File: src/rtl/liteic_master_node_read.sv
// liteic_master_node_read
// Read-side node for one AXI-Lite master. Accepts a single AR, decodes it to
// a crossbar slave slot, issues the slot request and returns that slot's R
// beat to the master. Addresses that hit no slot are answered locally with
// DECERR. Only one read is in flight at a time.
module liteic_master_node_read #(
   parameter int NUM_SLAVES = 4,
   parameter int ADDR_WIDTH = 32,
   parameter int DATA_WIDTH = 32,
   parameter logic [NUM_SLAVES*ADDR_WIDTH-1:0] SLV_BASE_ADDR =
      {32'h3000_0000, 32'h2000_0000, 32'h1000_0000, 32'h0000_0000},
   parameter logic [NUM_SLAVES*ADDR_WIDTH-1:0] SLV_ADDR_MASK =
      {4{32'hF000_0000}}
) (
   input  logic                    clk_i,
   input  logic                    rstn_i,
   input  logic                    mst_ar_valid_i,
   output logic                    mst_ar_ready_o,
   input  logic [ADDR_WIDTH-1:0]   mst_ar_addr_i,
   input  logic [3:0]              mst_ar_qos_i,
   output logic                    mst_r_valid_o,
   input  logic                    mst_r_ready_i,
   output logic [DATA_WIDTH-1:0]   mst_r_data_o,
   output logic [1:0]              mst_r_resp_o,
   output logic [ADDR_WIDTH-1:0]   cbar_reqst_data_o,
   output logic [3:0]              cbar_reqst_arqos_o,
   output logic [NUM_SLAVES-1:0]   cbar_reqst_val_o,
   input  logic [NUM_SLAVES-1:0]   cbar_reqst_rdy_i,
   input  logic [NUM_SLAVES-1:0]   cbar_resp_val_i,
   output logic [NUM_SLAVES-1:0]   cbar_resp_rdy_o,
   input  logic [DATA_WIDTH+1:0]   cbar_resp_data_i [NUM_SLAVES]
);

   localparam int IDX_W = (NUM_SLAVES > 1) ? $clog2(NUM_SLAVES) : 1;

   typedef enum logic [1:0] {
      S_IDLE = 2'd0,
      S_REQ  = 2'd1,
      S_RESP = 2'd2,
      S_ERR  = 2'd3
   } state_t;

   state_t                 state_q;
   state_t                 state_d;
   logic [NUM_SLAVES-1:0]  sel_q;
   logic [ADDR_WIDTH-1:0]  addr_q;
   logic [3:0]             qos_q;
   logic [NUM_SLAVES-1:0]  hit_oh;
   logic                   hit_any;
   logic [IDX_W-1:0]       sel_idx;
   logic                   slot_rvalid;
   logic                   ar_hs;

   assign ar_hs = (state_q == S_IDLE) && mst_ar_valid_i;

   // Address decode: lowest-index matching slot wins, so overlapping windows are allowed.
   always_comb begin
      hit_oh  = '0;
      hit_any = 1'b0;
      for (int i = 0; i < NUM_SLAVES; i++) begin
         if (!hit_any &&
             ((mst_ar_addr_i & SLV_ADDR_MASK[i*ADDR_WIDTH +: ADDR_WIDTH]) ==
              (SLV_BASE_ADDR[i*ADDR_WIDTH +: ADDR_WIDTH] & SLV_ADDR_MASK[i*ADDR_WIDTH +: ADDR_WIDTH]))) begin
            hit_oh[i] = 1'b1;
            hit_any   = 1'b1;
         end
      end
   end

   // Convert the latched one-hot slot select into an index for the R data mux.
   always_comb begin
      sel_idx = '0;
      for (int i = 0; i < NUM_SLAVES; i++) begin
         if (sel_q[i]) sel_idx = IDX_W'(i);
      end
   end

   assign slot_rvalid = |(sel_q & cbar_resp_val_i);

   // State register; reset drops any in-flight transfer.
   always_ff @(posedge clk_i) begin
      if (!rstn_i) state_q <= S_IDLE;
      else         state_q <= state_d;
   end

   // Request capture: address, QoS and slot select are frozen for the whole transaction.
   always_ff @(posedge clk_i) begin
      if (!rstn_i) begin
         sel_q  <= '0;
         addr_q <= '0;
         qos_q  <= '0;
      end else if (ar_hs) begin
         sel_q  <= hit_oh;
         addr_q <= mst_ar_addr_i;
         qos_q  <= mst_ar_qos_i;
      end
   end

   // Next-state logic: only the selected slot's handshakes can advance the FSM.
   always_comb begin
      state_d = state_q;
      case (state_q)
         S_IDLE: if (mst_ar_valid_i) state_d = hit_any ? S_REQ : S_ERR;
         S_REQ:  if (|(sel_q & cbar_reqst_rdy_i)) state_d = S_RESP;
         S_RESP: if (slot_rvalid && mst_r_ready_i) state_d = S_IDLE;
         S_ERR:  if (mst_r_ready_i) state_d = S_IDLE;
         default: state_d = S_IDLE;
      endcase
   end

   // Output decode: request in REQ, pass-through R path in RESP, local DECERR in ERR.
   always_comb begin
      mst_ar_ready_o   = 1'b0;
      mst_r_valid_o    = 1'b0;
      mst_r_data_o     = '0;
      mst_r_resp_o     = 2'b00;
      cbar_reqst_val_o = '0;
      cbar_resp_rdy_o  = '0;
      case (state_q)
         S_IDLE: mst_ar_ready_o = 1'b1;
         S_REQ:  cbar_reqst_val_o = sel_q;
         S_RESP: begin
            mst_r_valid_o   = slot_rvalid;
            mst_r_data_o    = cbar_resp_data_i[sel_idx][DATA_WIDTH+1:2];
            mst_r_resp_o    = cbar_resp_data_i[sel_idx][1:0];
            cbar_resp_rdy_o = sel_q & {NUM_SLAVES{mst_r_ready_i}};
         end
         S_ERR: begin
            mst_r_valid_o = 1'b1;
            mst_r_resp_o  = 2'b11;
         end
         default: ;
      endcase
   end

   assign cbar_reqst_data_o  = addr_q;
   assign cbar_reqst_arqos_o = qos_q;

endmodule
File: config.mk
export PLATFORM = sky130hd
export DESIGN_NAME = liteic_master_node_read
export DESIGN_NICKNAME = d
export VERILOG_FILES = /design/src/rtl/liteic_master_node_read.sv
export SDC_FILE = /design/constraint.sdc
export NUM_CORES = 1
export LEC_CHECK = 0
export CORE_AREA = 2 2 103 105
export CTS_CLUSTER_SIZE = 8
export DETAILED_ROUTE_END_ITERATION = 8
export DIE_AREA = 0 0 105 107
export GPL_TIMING_DRIVEN = 0
export PLACE_DENSITY = 0.8
export SYNTH_ARGS = -nofsm -noshare
export SYNTH_HDL_FRONTEND = slang
export SYNTH_SLANG_ARGS = --single-unit
File: constraint.sdc
create_clock -name clk_i -period 1.9 [get_ports clk_i]
set_clock_uncertainty 0.1 [all_clocks]
set_input_delay 0.19 -clock clk_i [delete_from_list [all_inputs] [get_ports clk_i]]
set_output_delay 0.19 -clock clk_i [all_outputs]
set_load 0.005 [all_outputs]
==> metrics.txt <==
setup violators final 24; R2R Path Start sel_q[2]; internal reg-to-reg setup slack 190 ps; 1st-pass router iterations 4; Core Util, Final 0.607; Max VDD drop 577 uV; Setup crit end kind output pin; CP max-delay cell dfxtp_4; slew of the pin with the lowest slew margin 459 ps; first-pass GRT wire length 22700 um; hold slack 345 ps; syn avg cell area 7.23 sq um; Seq pwr share 0.362; kind of critical path reg2out; # diodes 0; Hold Crit Depth 3; synthesized-area fraction occupied by adder cells 0; pre-CTS WS -323 ps; slew margin rel. 0.694; CTS tree built; final setup margin -130 ps; vias after detailed routing 4086; synthesized cell area 2890 sq um; sequential element share of the synthesized area 0.291; Routed WL 15000 um; post-route cell area 6130 sq um; Yosys cell types 32; final period utilization 1.07; post-synthesis register bit count 42; most frequent CP cell buf_6; critical-path cell list buf_6, buf_8, buf_6, mux2_4, o211ai_1, a21oi_1, buf_2; Switching Fraction 0.284; vias in the first global route 4194; remaining global-route overflow 0; max cap viols 0; width of the die 105 um; clock latency on the worst-skew pair 290 ps; mux cell area share after synthesis 0.132; Core Area 10100 sq um; clk root buf clkbuf_8; Buffers on Ports 263; PwrDens 451 nW/um^2; share of post-route cells with drive strength above 1 0.204; Non-Filler Instances 831; Routed WL per cell 18.1 um; Clock Tree Buf Depth 2; unrepaired setup endpoints after global routing true; Comb pwr share 0.424; sw power 0.785 mW; # IOs 264; Fin Setup TNS -1830 ps; total die area 11200 sq um; Slew Limit Fails 0; layout overhead on the synthesized area 112%; initial DRC count 261; worst-path fanout max 8; final hold viol count 0; cts hold-fix bufs 0; Worst Setup Start Kind flop; Global Route Usage Sum 0.254; main combinational cell family by area after synthesis simple AND/OR/NAND/NOR gates; clock share of power 0.214; DRC 0; H-tree levels 2; initial cell density of the core 0.286; Total Nets Final 878; R2R depth 6; Vert. Die Dim 107 um; hold endpoint cbar_reqst_data_o[15]; synthesized net count 584; crit-path max cell delay 380 ps; post-synthesis xor/xnor area fraction 0; Synth Instances 400; reg-to-reg endpoint state_q[1]; Max Fclk 493 MHz; internal power 1.98 mW; DP HPWL 11400 um; required time worst endpoint 1610 ps; outcome finished with violations; number of core rows 37; clock-pin slew on the worst setup and hold paths 80 ps; violated checks negative setup slack; largest net degree at the start of global routing 13; Avg Vias per Cell 4.92; min cycle time layout 2030 ps; post-placement cell count 799; yosys warns 0; Worst EP arrival 1740 ps; compound-cell area share of the yosys netlist 0.242; PnR Total Power 2.76 mW; initial antenna violation count 0; post-place instance area 5690 sq um; Num Clock Sinks 42; Final ANT Viol Nets 0; CTS Buf Count 5; static leakage 2.42 nW; Final Wtd Congestion 0.950; HP Class in2reg; Synth Area in Simple Gates 0.265; hold wc startpoint mst_ar_addr_i[15]
==> layer usage <==
| metal | routed length, um | global-route usage |
|---|---|---|
| met5 | 0 | 0 |
| met2 | 7550 | 0.461 |
| met1 | 5840 | 0.284 |
| met4 | 387 | 0.0800 |
| met3 | 1270 | 0.0766 |
==> placed cells by master, fill, tap and decap left out, types with 5 or more instances in the layout <==
cell,synthesis,routed
clkdlybuf4s50_1,0,220
nand2_1,111,111
a21oi_1,77,77
buf_2,14,42
dfxtp_1,42,38
nand2b_1,34,34
o211ai_1,34,34
mux2_4,0,31
buf_6,5,22
buf_4,0,14
dlygate4sd2_1,0,8
clkbuf_8,0,7
and3_1,5,5
clkbuf_1,12,5
==> layout make-up <==
type	count	area [sq um]
Clock inverter	1	5.00
Buffer	33	268
Clock buffer	7	86.3
Fill cell	915	3970
Tap cell	136	170
Sequential cell	42	853
Inverter	4	16.3
Multi-Input combinational cell	319	1980
Timing Repair Buffer	289	2740
==> kinds of logic (layout without fill, tap and decap cells) <==
| logic type | after synthesis | after routing |
|---|---|---|
| flops | 42 | 42 |
| buf+inv | 39 | 334 |
| compound gates | 118 | 118 |
| mux | 34 | 34 |
| simple gates | 167 | 167 |
==> cell usage after synthesis (all sizes together) <==
cell,number,area (sq um)
or3b,1,8.76
nand4,1,6.26
nor3b,1,12.5
clkbuf,12,45.0
a31o,1,8.76
and3,5,31.3
nor2,3,11.3
a222oi,1,10.0
nand2,111,417
o211ai,34,255
buf,23,141
or3,1,6.26
inv,2,7.50
nor3,2,10.0
mux2,34,383
nor2b,1,6.26
nand4b,1,8.76
a21oi,77,385
o21ai,1,5.00
a22oi,2,15.0
a31oi,2,18.8
and2,3,18.8
nand3,2,10.0
dfxtp,42,841
clkinv,2,7.51
nand2b,34,213
nand3b,1,7.51
==> worst max-delay path by stage <==
stage	start	to	slack (ps)
floorplan	sel_q[1]	mst_r_data_o[13]	390
global route	sel_q[1]	mst_r_data_o[17]	-200
CTS	sel_q[1]	mst_r_data_o[22]	-140
finish	sel_q[1]	mst_r_data_o[17]	-130
global placement	sel_q[2]	mst_r_resp_o[1]	-300
detailed placement	sel_q[1]	mst_r_data_o[13]	-320
==> flip-flops by register name, summed over array words and instances, names as in the netlist <==
register,count
cbar_reqst_arqos_o,4
cbar_reqst_data_o,32
sel_q,4
state_q,2
==> critical path: cells and delay by family, from the launching register on <==
kind | cells | cell delay (ps)
AO/OA/AOI/OAI | 2 | 280
multiplexers | 1 | 290
flip-flops | 1 | 380
buffers and inverters | 4 | 500
==> power groups by stage <==
stage,Sequential (mW),Clock [mW],Combinational [mW]
floorplan,1.02,0,0.382
global placement,1.01,0,1.13
detailed placement,1.02,0,1.14
CTS,0.998,0.598,1.17
global route,1.01,0.634,1.26
finish,0.999,0.591,1.17
==> what timing repair did <==
item | in CTS | in global routing
buffers inserted | 23 | 3
pin swaps | 59 | 51
gates cloned | 2 | 0
setup endpoints to repair | 43 | 36
resized for setup | 230 | 23
Power figures use the tool's default switching activity.
